## src/rtl/lock_pkg.sv

```systemverilog
// Shared constants for the 4-key lock keypad: key count, conditioner FSM
// encoding and the default debounce length.
package lock_pkg;

    localparam int NUM_KEYS            = 4;
    localparam int DEBOUNCE_CYCLES_DEF = 4;

    localparam logic [1:0] COND_IDLE = 2'd0;
    localparam logic [1:0] COND_HELD = 2'd1;

    typedef enum logic [1:0] {
        ST_IDLE = COND_IDLE,
        ST_HELD = COND_HELD
    } cond_state_e;

    typedef logic [NUM_KEYS-1:0] key_vec_t;

endpackage

```

## src/rtl/key_pulse_conditioner_if.sv

```systemverilog
// Keypad-side signal bundle: raw key levels in, press pulses and held flag out.
interface key_pulse_conditioner_if;
    import lock_pkg::*;

    key_vec_t keys_raw;
    key_vec_t keys;
    logic     held;

    modport master (output keys_raw, input keys, input held);
    modport slave  (input keys_raw, output keys, output held);
endinterface

```

## src/rtl/key_debounce.sv

```systemverilog
// One key: 2-flop synchronizer followed by a symmetric press/release debouncer.
module key_debounce #(
    parameter int DEBOUNCE_CYCLES = lock_pkg::DEBOUNCE_CYCLES_DEF
) (
    input  logic clk,
    input  logic reset,
    input  logic raw,
    output logic stable
);
    localparam int            CW       = $clog2(DEBOUNCE_CYCLES + 1);
    localparam logic [CW-1:0] CNT_LAST = CW'(DEBOUNCE_CYCLES - 1);

    logic          sync1_q, sync1_d;
    logic          sync2_q, sync2_d;
    logic          stable_q, stable_d;
    logic [CW-1:0] cnt_q, cnt_d;

    always_comb begin
        // NOTE: every always_comb output gets a default first so no path can infer a latch.
        sync1_d  = raw;
        sync2_d  = sync1_q;
        stable_d = stable_q;
        cnt_d    = '0;
        // A disagreement run must last DEBOUNCE_CYCLES edges before the level flips.
        if (sync2_q != stable_q) begin
            if (cnt_q == CNT_LAST) begin
                stable_d = sync2_q;
            end else begin
                cnt_d = cnt_q + 1'b1;
            end
        end
    end

    always_ff @(posedge clk) begin
        // NOTE: state updates use non-blocking assignments so all flops sample pre-edge values.
        if (reset) begin
            sync1_q  <= 1'b0;
            sync2_q  <= 1'b0;
            stable_q <= 1'b0;
            cnt_q    <= '0;
        end else begin
            sync1_q  <= sync1_d;
            sync2_q  <= sync2_d;
            stable_q <= stable_d;
            cnt_q    <= cnt_d;
        end
    end

    assign stable = stable_q;

endmodule

```

## src/rtl/key_pulse_conditioner.sv

```systemverilog
// Debounced keypad front end: one single-cycle pulse per press, with a
// roll-over lockout that drops further presses until every key is released.
module key_pulse_conditioner
    import lock_pkg::*;
#(
    parameter int DEBOUNCE_CYCLES = DEBOUNCE_CYCLES_DEF
) (
    input  logic                    clk,
    input  logic                    reset,
    key_pulse_conditioner_if.slave  kp
);
    key_vec_t    stable;
    key_vec_t    stable_dly_q, stable_dly_d;
    key_vec_t    rise;
    key_vec_t    keys_q, keys_d;
    cond_state_e state_q, state_d;

    for (genvar i = 0; i < NUM_KEYS; i++) begin : g_key
        key_debounce #(
            .DEBOUNCE_CYCLES(DEBOUNCE_CYCLES)
        ) u_debounce (
            .clk    (clk),
            .reset  (reset),
            .raw    (kp.keys_raw[i]),
            .stable (stable[i])
        );
    end

    always_comb begin
        stable_dly_d = stable;
        rise         = stable & ~stable_dly_q;
        keys_d       = '0;
        state_d      = state_q;
        case (state_q)
            // All keys rising together are emitted as one multi-bit pulse.
            ST_IDLE: begin
                if (rise != '0) begin
                    keys_d  = rise;
                    state_d = ST_HELD;
                end
            end
            ST_HELD: begin
                if (stable == '0) begin
                    state_d = ST_IDLE;
                end
            end
            default: state_d = ST_IDLE;
        endcase
    end

    always_ff @(posedge clk) begin
        if (reset) begin
            stable_dly_q <= '0;
            keys_q       <= '0;
            state_q      <= ST_IDLE;
        end else begin
            stable_dly_q <= stable_dly_d;
            keys_q       <= keys_d;
            state_q      <= state_d;
        end
    end

    assign kp.keys = keys_q;
    assign kp.held = |stable;

endmodule
```

## src/flat_wrapper.sv

```systemverilog
// flat-port wrapper written by rule: the top's interface ports become plain ports
module key_pulse_conditioner_flat import lock_pkg::*;
#(
    parameter int DEBOUNCE_CYCLES = DEBOUNCE_CYCLES_DEF
)
  (clk, reset, kp_keys_raw, kp_keys, kp_held);
  key_pulse_conditioner_if kp_i ();
  input  logic clk;
  input  logic reset;
  input wire logic [$bits(kp_i.keys_raw)-1:0] kp_keys_raw;
  output wire logic [$bits(kp_i.keys)-1:0] kp_keys;
  output wire logic [$bits(kp_i.held)-1:0] kp_held;
  assign kp_i.keys_raw = kp_keys_raw;
  assign kp_keys = kp_i.keys;
  assign kp_held = kp_i.held;
  key_pulse_conditioner #(.DEBOUNCE_CYCLES(DEBOUNCE_CYCLES)) u_core (.clk(clk), .reset(reset), .kp(kp_i));
endmodule
```

## config.mk

```make
export PLATFORM = sky130hd
export DESIGN_NAME = key_pulse_conditioner_flat
export DESIGN_NICKNAME = d
export VERILOG_FILES = /design/src/rtl/lock_pkg.sv /design/src/rtl/key_pulse_conditioner_if.sv /design/src/rtl/key_debounce.sv /design/src/rtl/key_pulse_conditioner.sv /design/src/flat_wrapper.sv
export SDC_FILE = /design/constraint.sdc
export NUM_CORES = 1
export LEC_CHECK = 0
export BUFFER_PORTS_ARGS = -buffer_cell sky130_fd_sc_hd__buf_4
export CAP_MARGIN = 0
export CORE_AREA = 2 2 50 52
export CTS_BUF_LIST = sky130_fd_sc_hd__clkbuf_2 sky130_fd_sc_hd__clkbuf_4 sky130_fd_sc_hd__clkbuf_8
export DETAILED_ROUTE_END_ITERATION = 12
export DIE_AREA = 0 0 52 54
export PLACE_DENSITY_LB_ADDON = 0.12
export SLEW_MARGIN = 15
export SYNTH_ARGS = -nofsm -noshare
export SYNTH_HDL_FRONTEND = slang
export SYNTH_SLANG_ARGS = --single-unit
```

## constraint.sdc

```tcl
create_clock -name clk -period 1.15 [get_ports clk]
set_input_delay 0.0575 -clock clk [delete_from_list [all_inputs] [get_ports clk]]
set_output_delay 0.0575 -clock clk [all_outputs]
set_load 0.03 [all_outputs]
```

==> metrics.md <==
| Metric | Value |
|---|---|
| Post-synthesis instance total | `~110` |
| Die height | `roughly 54 um` |
| Met3 Track Usage GR | `about 8.3%` |
| Peak supply drop | `0.929 mV` |
| Fill cell count | `~170` |
| R2r setup slk | `-0.06 ns` |
| Die Area | `0.00281 mm2` |
| Critical path type | `flip-flop to primary output` |
| RD Place Congestion | `between 0.7 and 0.8` |
| Htree depth | `2` |
| Top cells by area, synth | `dfxtp_1 (57%), ha_1 (8.7%), nor2_2 (6.5%)` |
| Failing checks | `setup timing` |
| Worst slew pin tran | `between 0.2 and 0.3 ns` |
| Pins Over Slew Limit | `0` |
| Post-synth top area share | `a little under three fifths` |
| Syn_nets | `roughly 120` |
| Final Critical Period | `roughly 1.3 ns` |
| DRC | `0` |
| Hold WC Path Type | `input pin to flip-flop` |
| First-pass GRT wire length | `about 2.9 mm` |
| Final Net Count | `around 150` |
| WP data required | `1.09 ns` |
| Global Route Usage Sum | `15.6%` |
| Critical Path Fanout Max | `3` |
| Die W | `~52 um` |
| Vias per cell | `4.78` |
| Synthesis-to-finish area growth | `38.6%` |
| Critical Path Source Type | `flip-flop` |
| Synth unique cells | `14` |
| Pwr per Cell Area | `~1200 mW/mm2` |
| Post-route ant nets | `0` |
| Crit. End Element | `primary output` |
| Cell Rows | `18` |
| Final Setup Violations | `8` |
| Min Hold Slack | `~0.052 ns` |
| Layout Utilization | `between 60% and 70%` |
| Clock Sinks | `33` |
| Clk buf depth | `2` |
| Register area share after synthesis | `a little under three fifths` |
| Most frequent cells in the layout | `dfxtp_1 (23), buf_4 (19), inv_1 (13), nor2_2 (9)` |
| Final Hold Fails | `0` |
| Largest net degree at the start of global routing | `26` |
| Max transition margin | `83.1%` |
| Max capacitance violation total | `0` |
| Share of layout cells above drive strength 1 | `47.8%` |
| Dpl hpwl | `1.12 mm` |
| TritonCTS buffer count | `5` |
| Period Utilization, post-route | `110%` |
| Crit path DAT | `1.21 ns` |
| Pre-antenna DRT Iters | `4` |
| Setup Skew | `0.0104 ns` |
| Avg WL per Cell | `about 11 um` |
| Initial antenna violation count | `0` |
| Met1 usage | `between 10 and 15%` |
| Area of the mapped netlist | `between 0.001 and 0.0015 mm2` |
| I/O pins | `11` |
| Pre-CTS setup slack | `-0.0328 ns` |
| Clock transition at path regs | `approximately 0.10 ns` |
| CTS tree | `built` |
| Antenna fix cells | `0` |
| Initial Util | `49.6%` |
| RSZ-0062 raised after global routing | `true` |
| Synth Area per Inst | `roughly 11 um2` |
| Status | `complete, but fails checks` |
| Core area | `roughly 0.0023 mm2` |
| Most Used Layer, Global Route | `met2` |
| Via Count | `794` |
| Global-route track usage on met2 | `around a quarter` |
| Leading area contributor after synthesis | `dfxtp_1` |
| Global route overflow | `0` |
| P_leak | `between 0.6 and 0.7 nW` |
| Vias in the first global route | `718` |
| Clk_lat worst skew | `around 0.33 ns` |
| Max Fclk | `791 MHz` |
| Final Routed Wirelength | `around 1.8 mm` |
| Number of DRC markers in iteration 0 | `7` |
| Synthesis-stage register bit count | `33` |
| # port buffers | `10` |
| Commonest non-fill, non-tap cell in the layout | `dfxtp_1` |
| Syn. warnings | `0` |
| Post-route setup slack | `-0.115 ns` |
| Clock Tree Root | `clkbuf_4` |
-- logic make-up after synthesis --
group           after synthesis  share of synthesized area, %
compound gates                4                          2.28
xor+xnor                      4                          3.05
buf+inv                      15                          4.90
mux                           4                          3.48
flops                        33                          57.5
fa+ha+maj                     8                          8.71
simple gates                 37                          20.1
-- Yosys cell counts --
cell type  count
a21oi_1        1
clkbuf_1       2
dfxtp_1       33
ha_1           8
inv_1         13
mux2i_1        4
nor2_1         8
nor2_2        12
nor2b_1        8
nor4_1         5
o22ai_1        2
o31a_1         1
or3_4          4
xnor2_1        4
-- sequential cells by signal (all words and copies together) (netlist names) --
| name | count |
|---|---|
| u_core.state_q | 1 |
| u_core.g_key.u_debounce.stable | 4 |
| u_core.stable_dly_q | 4 |
| u_core.g_key.u_debounce.sync2_q | 4 |
| u_core.g_key.u_debounce.cnt_q | 12 |
| u_core.g_key.u_debounce.sync1_q | 4 |
| u_core.kp.keys | 4 |
-- where the power goes --
| part | internal [mW] | switching, mW | leakage [nW] |
|---|---|---|---|
| Clock | 0.256 | 0.361 | 0.0354 |
| Combinational | 0.0446 | 0.0337 | 0.295 |
| Sequential | 1.15 | 0.00920 | 0.274 |
-- worst max-delay path, stage by stage, from the launching register on --
cell and delay [ns]:
dfxtp_4 0.37, nor4_4 0.29, inv_1 0.08, buf_6 0.14
-- repair_timing --
item | 4_1_cts | 5_1_grt
hold buffers | 4 | 0
hold endpoints to repair | 4 | 0
endpoints found under the setup margin | 13 | 14
gates resized for setup | 13 | 12
setup buffers | 1 | 2
pin swaps | 5 | 3
-- stage by stage --
stage / area (um2) / TNS [ns] / std cells / total power, mW
floorplan: 1210 / 0 / 105 / 1.23
global placement: 1380 / -0.0547 / 151 / 1.25
detailed placement: 1380 / -0.222 / 151 / 1.26
CTS: 1540 / -0.167 / 164 / 1.89
global route: 1590 / -0.785 / 166 / 1.94
finish: 1590 / -0.281 / 166 / 1.86
-- final cells by class --
class                           count  area [um2]  share of cell area [%]
Clock inverter                      2        10.0                   0.628
Multi-Input combinational cell     57         567                    35.6
Sequential cell                    33         681                    42.7
Tap cell                           30        37.5                    2.35
Timing Repair Buffer               25         205                    12.9
Clock buffer                        6        45.0                    2.83
Inverter                           13        48.8                    3.06
-- path summary, 6_finish.rpt --
kind	startpoint	end	cells past startpoint
setup reg to reg	u_core.g_key[3].u_debounce.cnt_q[0]	u_core.g_key[3].u_debounce.cnt_q[2]	4
hold / removal	reset	u_core.g_key[3].u_debounce.stable	2
setup / recovery	u_core.g_key[0].u_debounce.stable	kp_held	3
hold reg to reg	u_core.stable_dly_q[2]	u_core.kp.keys[2]	1
-- per-layer routing --
layer | part of all wire [%] | vias to the layer above
li1 | - | 399
met1 | 39 | 365
met2 | 52 | 24
met3 | 5.9 | 6
met4 | 2.9 | 0
met5 | 0 | -
Note: power is estimated with default switching activity, not from simulation.
